[config.mk]
export PLATFORM = sky130hd
export DESIGN_NAME = router_ni_inject
export DESIGN_NICKNAME = d
export VERILOG_FILES = /design/src/rtl/router_ni_inject.sv
export SDC_FILE = /design/constraint.sdc
export NUM_CORES = 1
export LEC_CHECK = 0
export ABC_AREA = 1
export CORE_MARGIN = 2
export CORE_UTILIZATION = 60
export CTS_CLUSTER_DIAMETER = 40
export DETAILED_ROUTE_END_ITERATION = 10
export PLACE_DENSITY = 0.92
export RECOVER_POWER = 50
export SYNTH_ARGS = -nofsm -noshare
export SYNTH_HDL_FRONTEND = slang
export SYNTH_SLANG_ARGS = --single-unit
export TNS_END_PERCENT = 20
[constraint.sdc]
create_clock -name clk -period 4.1 [get_ports clk]
set_input_delay 0.615 -clock clk [delete_from_list [all_inputs] [get_ports clk]]
set_output_delay 0.615 -clock clk [all_outputs]
set_load 0.1 [all_outputs]
[src/rtl/router_ni_inject.sv]
// Network-interface injection stage: two per-VC flit FIFOs feeding the router
// local input port, with a packet-aware selector that keeps wormhole packets
// contiguous and round-robins between VCs at packet boundaries.
module router_ni_inject #(
    parameter int unsigned DEPTH = 4
) (
    input  logic        clk,
    input  logic        RST_,
    input  logic [34:0] IN_DATA,
    input  logic        IN_VALID,
    input  logic        IN_VCH,
    output logic [1:0]  IN_RDY,
    output logic [34:0] ODATA,
    output logic        OVALID,
    output logic        OVCH,
    input  logic [1:0]  IRDY,
    output logic        OVF,
    output logic [15:0] FLIT_CNT
);

    localparam int unsigned PW = $clog2(DEPTH);
    localparam int unsigned CW = PW + 1;

    typedef enum logic [0:0] {StUnlocked, StLocked} state_e;

    logic [34:0]   mem_q    [2][DEPTH];
    logic [PW-1:0] wr_ptr_q [2];
    logic [PW-1:0] rd_ptr_q [2];
    logic [CW-1:0] count_q  [2];

    logic [1:0]  not_empty;
    logic [1:0]  push;
    logic [1:0]  pop;
    logic        sel;
    logic        xfer;
    logic [34:0] head_flit;

    state_e state_q;
    logic   lock_vc_q;
    logic   sel_q;
    logic   last_q;
    // Previous cycle offered a flit the router did not take; sel must not move.
    logic   hold_q;

    // Occupancy flags; a same-cycle pop never raises IN_RDY.
    always_comb begin
        for (int v = 0; v < 2; v++) begin
            not_empty[v] = (count_q[v] != '0);
            IN_RDY[v]    = (count_q[v] < CW'(DEPTH));
        end
    end

    // VC selection: lock wins, then a pending offer, then round-robin.
    always_comb begin
        sel = sel_q;
        if (state_q == StLocked) begin
            sel = lock_vc_q;
        end else if (hold_q) begin
            sel = sel_q;
        end else if (not_empty == 2'b11) begin
            sel = ~last_q;
        end else if (not_empty[0]) begin
            sel = 1'b0;
        end else if (not_empty[1]) begin
            sel = 1'b1;
        end
    end

    // Output port view of the selected FIFO head and push/pop strobes.
    always_comb begin
        head_flit = mem_q[sel][rd_ptr_q[sel]];
        OVALID    = not_empty[sel];
        OVCH      = sel;
        ODATA     = OVALID ? head_flit : '0;
        xfer      = OVALID && IRDY[sel];
        for (int v = 0; v < 2; v++) begin
            push[v] = IN_VALID && (IN_VCH == 1'(v)) && IN_RDY[v];
            pop[v]  = xfer && (sel == 1'(v));
        end
    end

    // FIFO storage; contents need no reset since ODATA is masked when empty.
    always_ff @(posedge clk) begin
        for (int v = 0; v < 2; v++) begin
            if (push[v]) begin
                mem_q[v][wr_ptr_q[v]] <= IN_DATA;
            end
        end
    end

    // FIFO pointers and occupancy.
    always_ff @(posedge clk or negedge RST_) begin
        if (!RST_) begin
            for (int v = 0; v < 2; v++) begin
                wr_ptr_q[v] <= '0;
                rd_ptr_q[v] <= '0;
                count_q[v]  <= '0;
            end
        end else begin
            for (int v = 0; v < 2; v++) begin
                if (push[v]) begin
                    wr_ptr_q[v] <= wr_ptr_q[v] + PW'(1);
                end
                if (pop[v]) begin
                    rd_ptr_q[v] <= rd_ptr_q[v] + PW'(1);
                end
                count_q[v] <= count_q[v] + CW'(push[v]) - CW'(pop[v]);
            end
        end
    end

    // Packet lock FSM: head-only flit locks, tail unlocks and records the grant.
    always_ff @(posedge clk or negedge RST_) begin
        if (!RST_) begin
            state_q   <= StUnlocked;
            lock_vc_q <= 1'b0;
            sel_q     <= 1'b0;
            last_q    <= 1'b1;
            hold_q    <= 1'b0;
        end else begin
            sel_q  <= sel;
            hold_q <= OVALID && !xfer;
            if (xfer) begin
                unique case (state_q)
                    StUnlocked: begin
                        if (head_flit[34] && !head_flit[33]) begin
                            state_q   <= StLocked;
                            lock_vc_q <= sel;
                        end else if (head_flit[33]) begin
                            last_q <= sel;
                        end
                    end
                    StLocked: begin
                        if (head_flit[33]) begin
                            state_q <= StUnlocked;
                            last_q  <= lock_vc_q;
                        end
                    end
                    default: state_q <= StUnlocked;
                endcase
            end
        end
    end

    // Sticky overflow flag and delivered-flit counter.
    always_ff @(posedge clk or negedge RST_) begin
        if (!RST_) begin
            OVF      <= 1'b0;
            FLIT_CNT <= '0;
        end else begin
            if (IN_VALID && !IN_RDY[IN_VCH]) begin
                OVF <= 1'b1;
            end
            if (xfer) begin
                FLIT_CNT <= FLIT_CNT + 16'd1;
            end
        end
    end

endmodule

# ---- Word level (Yosys, flattened, before mapping)
# Memory sizes are Yosys's and may differ from the RTL's.
# Index checks and enable logic that the tools add are counted.
# Widths: inputs -> output; s select.
dict set report word_totals {
  reg_bits 36
  ram_bits 280
  input_bits 41
  out_inout_bits 56
  wordCells 101
  n_memories 1
}
# name depth word_bits rd rd_ports_with_merged_regs wr line_no
set memory_table {}
lappend memory_table {mem_q 2 140 1 0 1 26} ;# logic [34:0] mem_q [2][DEPTH];
dict set report op_classes {
  n_addsub 9
  order_cmp 10
  n_eq_ne 4
  muxes 36
  bitwise 8
  n_reduce_logical 20
}
# op count
set op_table {}
lappend op_table {{$mux 140} 4}
lappend op_table {{$mux 35} 5}
lappend op_table {{$demux 35 s2} 2}
lappend op_table {{$reduce_or 140->1} 1}
lappend op_table {{$bmux 35 s2} 1}
lappend op_table {{$mux 1} 19}
lappend op_table {{$add 16x1->16 const B} 1}
lappend op_table {{$logic_and 1x1->1} 12}
lappend op_table {{$ge 3x3->1 const B} 3}
lappend op_table {{$not 2->3} 3}
lappend op_table {{$add 2x1->2 const B} 4}
lappend op_table {{$add 3x1->3} 2}
lappend op_table {{$lt 3x1->1 const B} 2}
lappend op_table {{$lt 3x3->1 const B} 2}
lappend op_table {{$mux 2} 3}
lappend op_table {{$ne 2x2->1 const B} 3}
lappend op_table {{$reduce_bool 3->1} 2}
lappend op_table {{$sub 3x1->3} 2}
lappend op_table {{$lt 1x2->1 const B} 2}
lappend op_table {{$not 1->1} 4}
lappend op_table {{$pmux 1 s2} 2}
lappend op_table {{$reduce_and 4->1} 1}
lappend op_table {{$logic_not 1->1} 3}
lappend op_table {{$reduce_and 3->1} 1}
lappend op_table {{other kinds (3)} 3}

# ---- Depth between registers and ports, before layout
dict set report depth {
  depth_word 18
  depth_mapped 19
}

# ---- Worst setup path before layout
# Ideal clock, no wire load.
dict set report synth_timing {
  kind {flip-flop to output port}
  start {register count_q[2] (netlist bit)}
  end {output ODATA[6]}
  t_arrival_ps 3911
  t_required_ps 3485
  slack_ps -426
  path_stages_with_launch 13
  path_cell_list {dfrtp_1 inv_2 a21oi_1 nand2_1 nand3_2 buf_4 nand3_2 nand2_2 buf_2 buf_2 o21ai_0 a21oi_1 nor3_1}
}
dict set report synth_via {
  elab_chain_cells 15
}
# element line_no
set synth_lines {}
lappend synth_lines {{start: declaration} 29} ;# logic [CW-1:0] count_q [2];
lappend synth_lines {{start signal: indexed assignment} 107} ;# count_q[v] <= count_q[v] + CW'(push[v]) - CW'(pop[v]);
lappend synth_lines {{$reduce_bool 3->1 *} 48} ;# not_empty[v] = (count_q[v] != '0);
lappend synth_lines {{$mux 1} 64} ;# end else if (not_empty[1]) begin
lappend synth_lines {{$mux 1} 62} ;# end else if (not_empty[0]) begin
lappend synth_lines {{$mux 1} 60} ;# end else if (not_empty == 2'b11) begin
lappend synth_lines {{$mux 1} 58} ;# end else if (hold_q) begin
lappend synth_lines {{$mux 1} 56} ;# if (state_q == StLocked) begin
lappend synth_lines {{$not 1->2 (implied by the code)} 71} ;# head_flit = mem_q[sel][rd_ptr_q[sel]];
lappend synth_lines {{$mux 2 (implied by the code) (3 in a row)} 71}
lappend synth_lines {{$not 2->3 (implied by the code)} 71}
lappend synth_lines {{$bmux 35 s2} 71}
lappend synth_lines {{$mux 35 (implied by the code) (2 in a row)} 71}
lappend synth_lines {{$mux 35 *} 74} ;# ODATA = OVALID ? head_flit : '0;
lappend synth_lines {{end: declaration} 13} ;# output logic [34:0] ODATA,
# Every way passes the cells marked *; elsewhere a longest branch is shown, timed or not. The select of a mux whose other input is x is not followed.

# ---- Worst setup path after layout
dict set report layout_timing {
  start {register count_q[4] (netlist bit)}
  end {output ODATA[26]}
}
dict set report layout_via {
  elab_chain_cells 14
}
# element line_no
set layout_lines {}
lappend layout_lines {{$reduce_bool 3->1 *} 48}
lappend layout_lines {{$eq 2x2->1 or $mux 1 (tied branches)} {60, 62}}
lappend layout_lines {{$mux 1} 60}
lappend layout_lines {{$mux 1} 58}
lappend layout_lines {{$mux 1} 56}
lappend layout_lines {{$not 1->2 (implied by the code)} 71}
lappend layout_lines {{$mux 2 (implied by the code) (3 in a row)} 71}
lappend layout_lines {{$not 2->3 (implied by the code)} 71}
lappend layout_lines {{$bmux 35 s2} 71}
lappend layout_lines {{$mux 35 (implied by the code) (2 in a row)} 71}
lappend layout_lines {{$mux 35 *} 74}
# Marks and branches as above.

==> reports/qor.csv <==
stage;metric;value;unit
outcome;status;finished, violations left;
outcome;failing checks;max-capacitance violations, max-slew violations;
synthesis;Synth async-reset ratio;11.4;%
detailed_routing;wire per inst;21.9;um
detailed_routing;drt pass-1 iters;7;
detailed_routing;Final ANT Viol Nets;0;
worst_hold_path;HP Start;rd_ptr_q[1];
worst_hold_path;worst hold path class;flop to flop;
synthesis;Syn Area/Cell;11.9;um^2
setup_path;critical path fanouts, max;14;
clock_tree;Clock Tree Buf Depth;3;
placed_design;dpl hpwl;17100;um
floorplan;I/O pins;97;
floorplan;Placeable Area;0.0212;mm^2
placed_design;IO Port Bufs;96;
synthesis;simple-gate area share of the yosys netlist;12.4;%
floorplan;Die Wd;151;um
cells_and_area;fill cell count;1151;
setup_path;CP cell instances;inv_1 > nand2_1 > nand2_1 > nand2_1 > nand3_4 > nand2_8 > buf_4 > o21ai_4 > inv_1 > nor3_1 > buf_12;
clock_tree;CTS buffer count;36;
job;max cap viols;1;
sta;Least-Margin Pin Slew;2000;ps
setup_path;worst r2r src;count_q[4];
synthesis;sequential area share after synthesis;71.6;%
sta;Hold Fails Final Rpt;0;
synthesis;Post-Synth XOR/XNOR Area;1.62;%
sta;Slew headroom;-33.3;%
detailed_routing;Iteration-0 DRC Markers;1162;
floorplan;die area;0.0229;mm^2
clock_tree;Clk pin slew, worst setup/hold paths;50;ps
floorplan;Die H;151;um
synthesis;Netlist cell types;33;
sta;Setup Skew;22.9;ps
synthesis;Net Count, Synth;1147;
sta;final setup violation count;0;
setup_path;type of origin of the critical path;flop;
synthesis;Synth Area in Adders;1.56;%
setup_path;Worst path max stage delay;500;ps
global_route;largest net degree at the start of global routing;97;
synthesis;Mapped Cells;1091;
clock_tree;H-tree depth;2;
synthesis;post-synthesis mux area share;0;%
sta;fmax;249;MHz
clock_tree;hold_buf cts;0;
setup_path;Data arrival, critical path;3400;ps
global_route;GRT Overall Usage;28.8;%
synthesis;top cells by area, synth;edfxtp_1, nor2_1, dfrtp_1;
setup_path;Crit Path Category;flop to primary output;
setup_path;CP Data Required Time;3480;ps
floorplan;# rows;53;
global_route;GR Overflow Total;0;
clock_tree;clk_lat worst skew;520;ps
detailed_routing;Via density;6.18;
synthesis;largest family of logic cells by synthesized area;simple AND/OR/NAND/NOR gates;
placed_design;placer congestion estimate;0.835;
global_route;first-pass GRT wire length;49300;um
setup_path;slowest CP cell;nor3_1;
clock_tree;Clock Sinks;316;
clock_tree;CTS tree;done;
sta;Slew Viols, Final;37;
global_route;initial antenna violation count;1;
detailed_routing;via count;9271;
cells_and_area;synth-to-layout area growth;23.0;%
synthesis;Synth Area in Compound Gates;9.13;%
synthesis;top_reg_cell synth;edfxtp_1;
sta;fin crit period;4010;ps
synthesis;Synth top area share;64.6;%
synthesis;Post-Syn Area;0.0130;mm^2
placed_design;pre-CTS worst setup slack;397;ps
synthesis;Synth area leader;edfxtp_1;
setup_path;Setup crit end kind;primary output;
global_route;vias in the first global route;9241;
floorplan;Initial Util;61.5;%
detailed_routing;number of remaining DRC errors;0;
synthesis;Seq cells post-synth;316;
synthesis;top cells by count, synth;nor2_1, edfxtp_1, o21ai_0;
synthesis;Ys Warns;0;
detailed_routing;wirelength, routed;32900;um
sta;final period utilization;97.8;%
cells_and_area;# nets final;1252;
sta;setup ws final;89.4;ps
setup_path;CP startpoint;count_q[4];
cells_and_area;share of layout cells above drive strength 1;12.2;%
synthesis;count leader, synth;nor2_1;
clock_tree;Root Buffer;clkbuf_16;
setup_path;crit-path most repeated cell;nand2_1;
synthesis;Post-synth EDFFs;280;
path summary, 6_finish.rpt:
| check | to | slack, ps | cells after the start |
|---|---|---|---|
| hold / removal | rd_ptr_q[1] | 490 | 1 |
| setup reg to reg | count_q[2] | 460 | 17 |
| setup / recovery | ODATA[26] | 90 | 11 |
| max in group asynchronous | wr_ptr_q[1] | 1730 | 2 |
| min in group asynchronous | FLIT_CNT[11] | 1220 | 2 |
| hold reg to reg | rd_ptr_q[1] | 490 | 1 |
per-layer routing:
| metal | wire length [um] | track usage [%] | vias up |
|---|---|---|---|
| met5 | 0 | 0 | - |
| met4 | 1320 | 12.5 | 0 |
| met3 | 3600 | 5.84 | 138 |
| met2 | 16700 | 50.0 | 671 |
| met1 | 11200 | 35.0 | 4463 |
| li1 | - | - | 3999 |
flip-flops by register name, indices dropped and copies added, names as in the netlist:
register,count
FLIT_CNT,16
OVF,1
count_q,6
hold_q,1
last_q,1
lock_vc_q,1
mem_q,280
rd_ptr_q,4
sel_q,1
state_q,1
wr_ptr_q,4
through the flow:
step                util [%]  instances  area (um^2)  hold slack [ps]  TNS [ps]
CTS                     75.2       1490        15900              495     -6.68
floorplan                  -       1091        13000              319     -2280
global route            75.6       1498        16000              501     -94.3
global placement        69.6       1425        14700              457         0
detailed placement      69.6       1425        14700              474         0
finish                  75.6       1499        16000              492         0
logic make-up after synthesis:
| group | Yosys count |
|---|---|
| buffers and inverters | 104 |
| xor gates and xnor gates | 24 |
| AOI/OAI and AO/OA | 235 |
| adders and majority gates | 15 |
| and+or+nand+nor | 397 |
| DFF | 316 |
cell usage in the layout (no fill, tap or decap), types with 7 or more instances in the layout:
cell type,instances
clkdlybuf4s50_1,22
xnor2_1,9
o21ai_0,169
clkbuf_1,9
o21ai_1,19
dfrtp_1,35
dlygate4sd3_1,37
xor2_1,15
buf_4,18
buf_12,46
clkbuf_16,38
inv_1,43
ha_1,13
nor2_4,10
nand3_1,13
edfxtp_1,280
a21oi_1,44
nor3_1,7
nor2_1,282
nand2_1,61
timing repair:
action                     in CTS  in global routing
pin swaps                       0                  2
setup buffers                   0                  7
resized for setup               3                  4
gates cloned                    0                  1
setup endpoints to repair      19                 22
critical path, delay by kind of cell, from the launching register on:
| family | cells | cell delay [ps] |
|---|---|---|
| flip-flops | 1 | 400 |
| buffers and inverters | 4 | 950 |
| AND/OR/NAND/NOR | 6 | 1150 |
| AO/OA/AOI/OAI | 1 | 380 |
area by class of cell:
cell class / count / area (um^2) / share of cell area [%]
antenna: 1 / 2.50 / 0.0156
clock buffer: 46 / 981 / 6.13
clock inverter: 19 / 193 / 1.20
inverter: 46 / 179 / 1.12
multi-input combinational: 672 / 3330 / 20.8
sequential: 316 / 9310 / 58.2
tap: 275 / 344 / 2.15
timing repair buffer: 124 / 1650 / 10.3
Power is left out: the tool's default activity adds up to more than one toggle a clock period on the data nets, which glitch-free logic cannot reach.
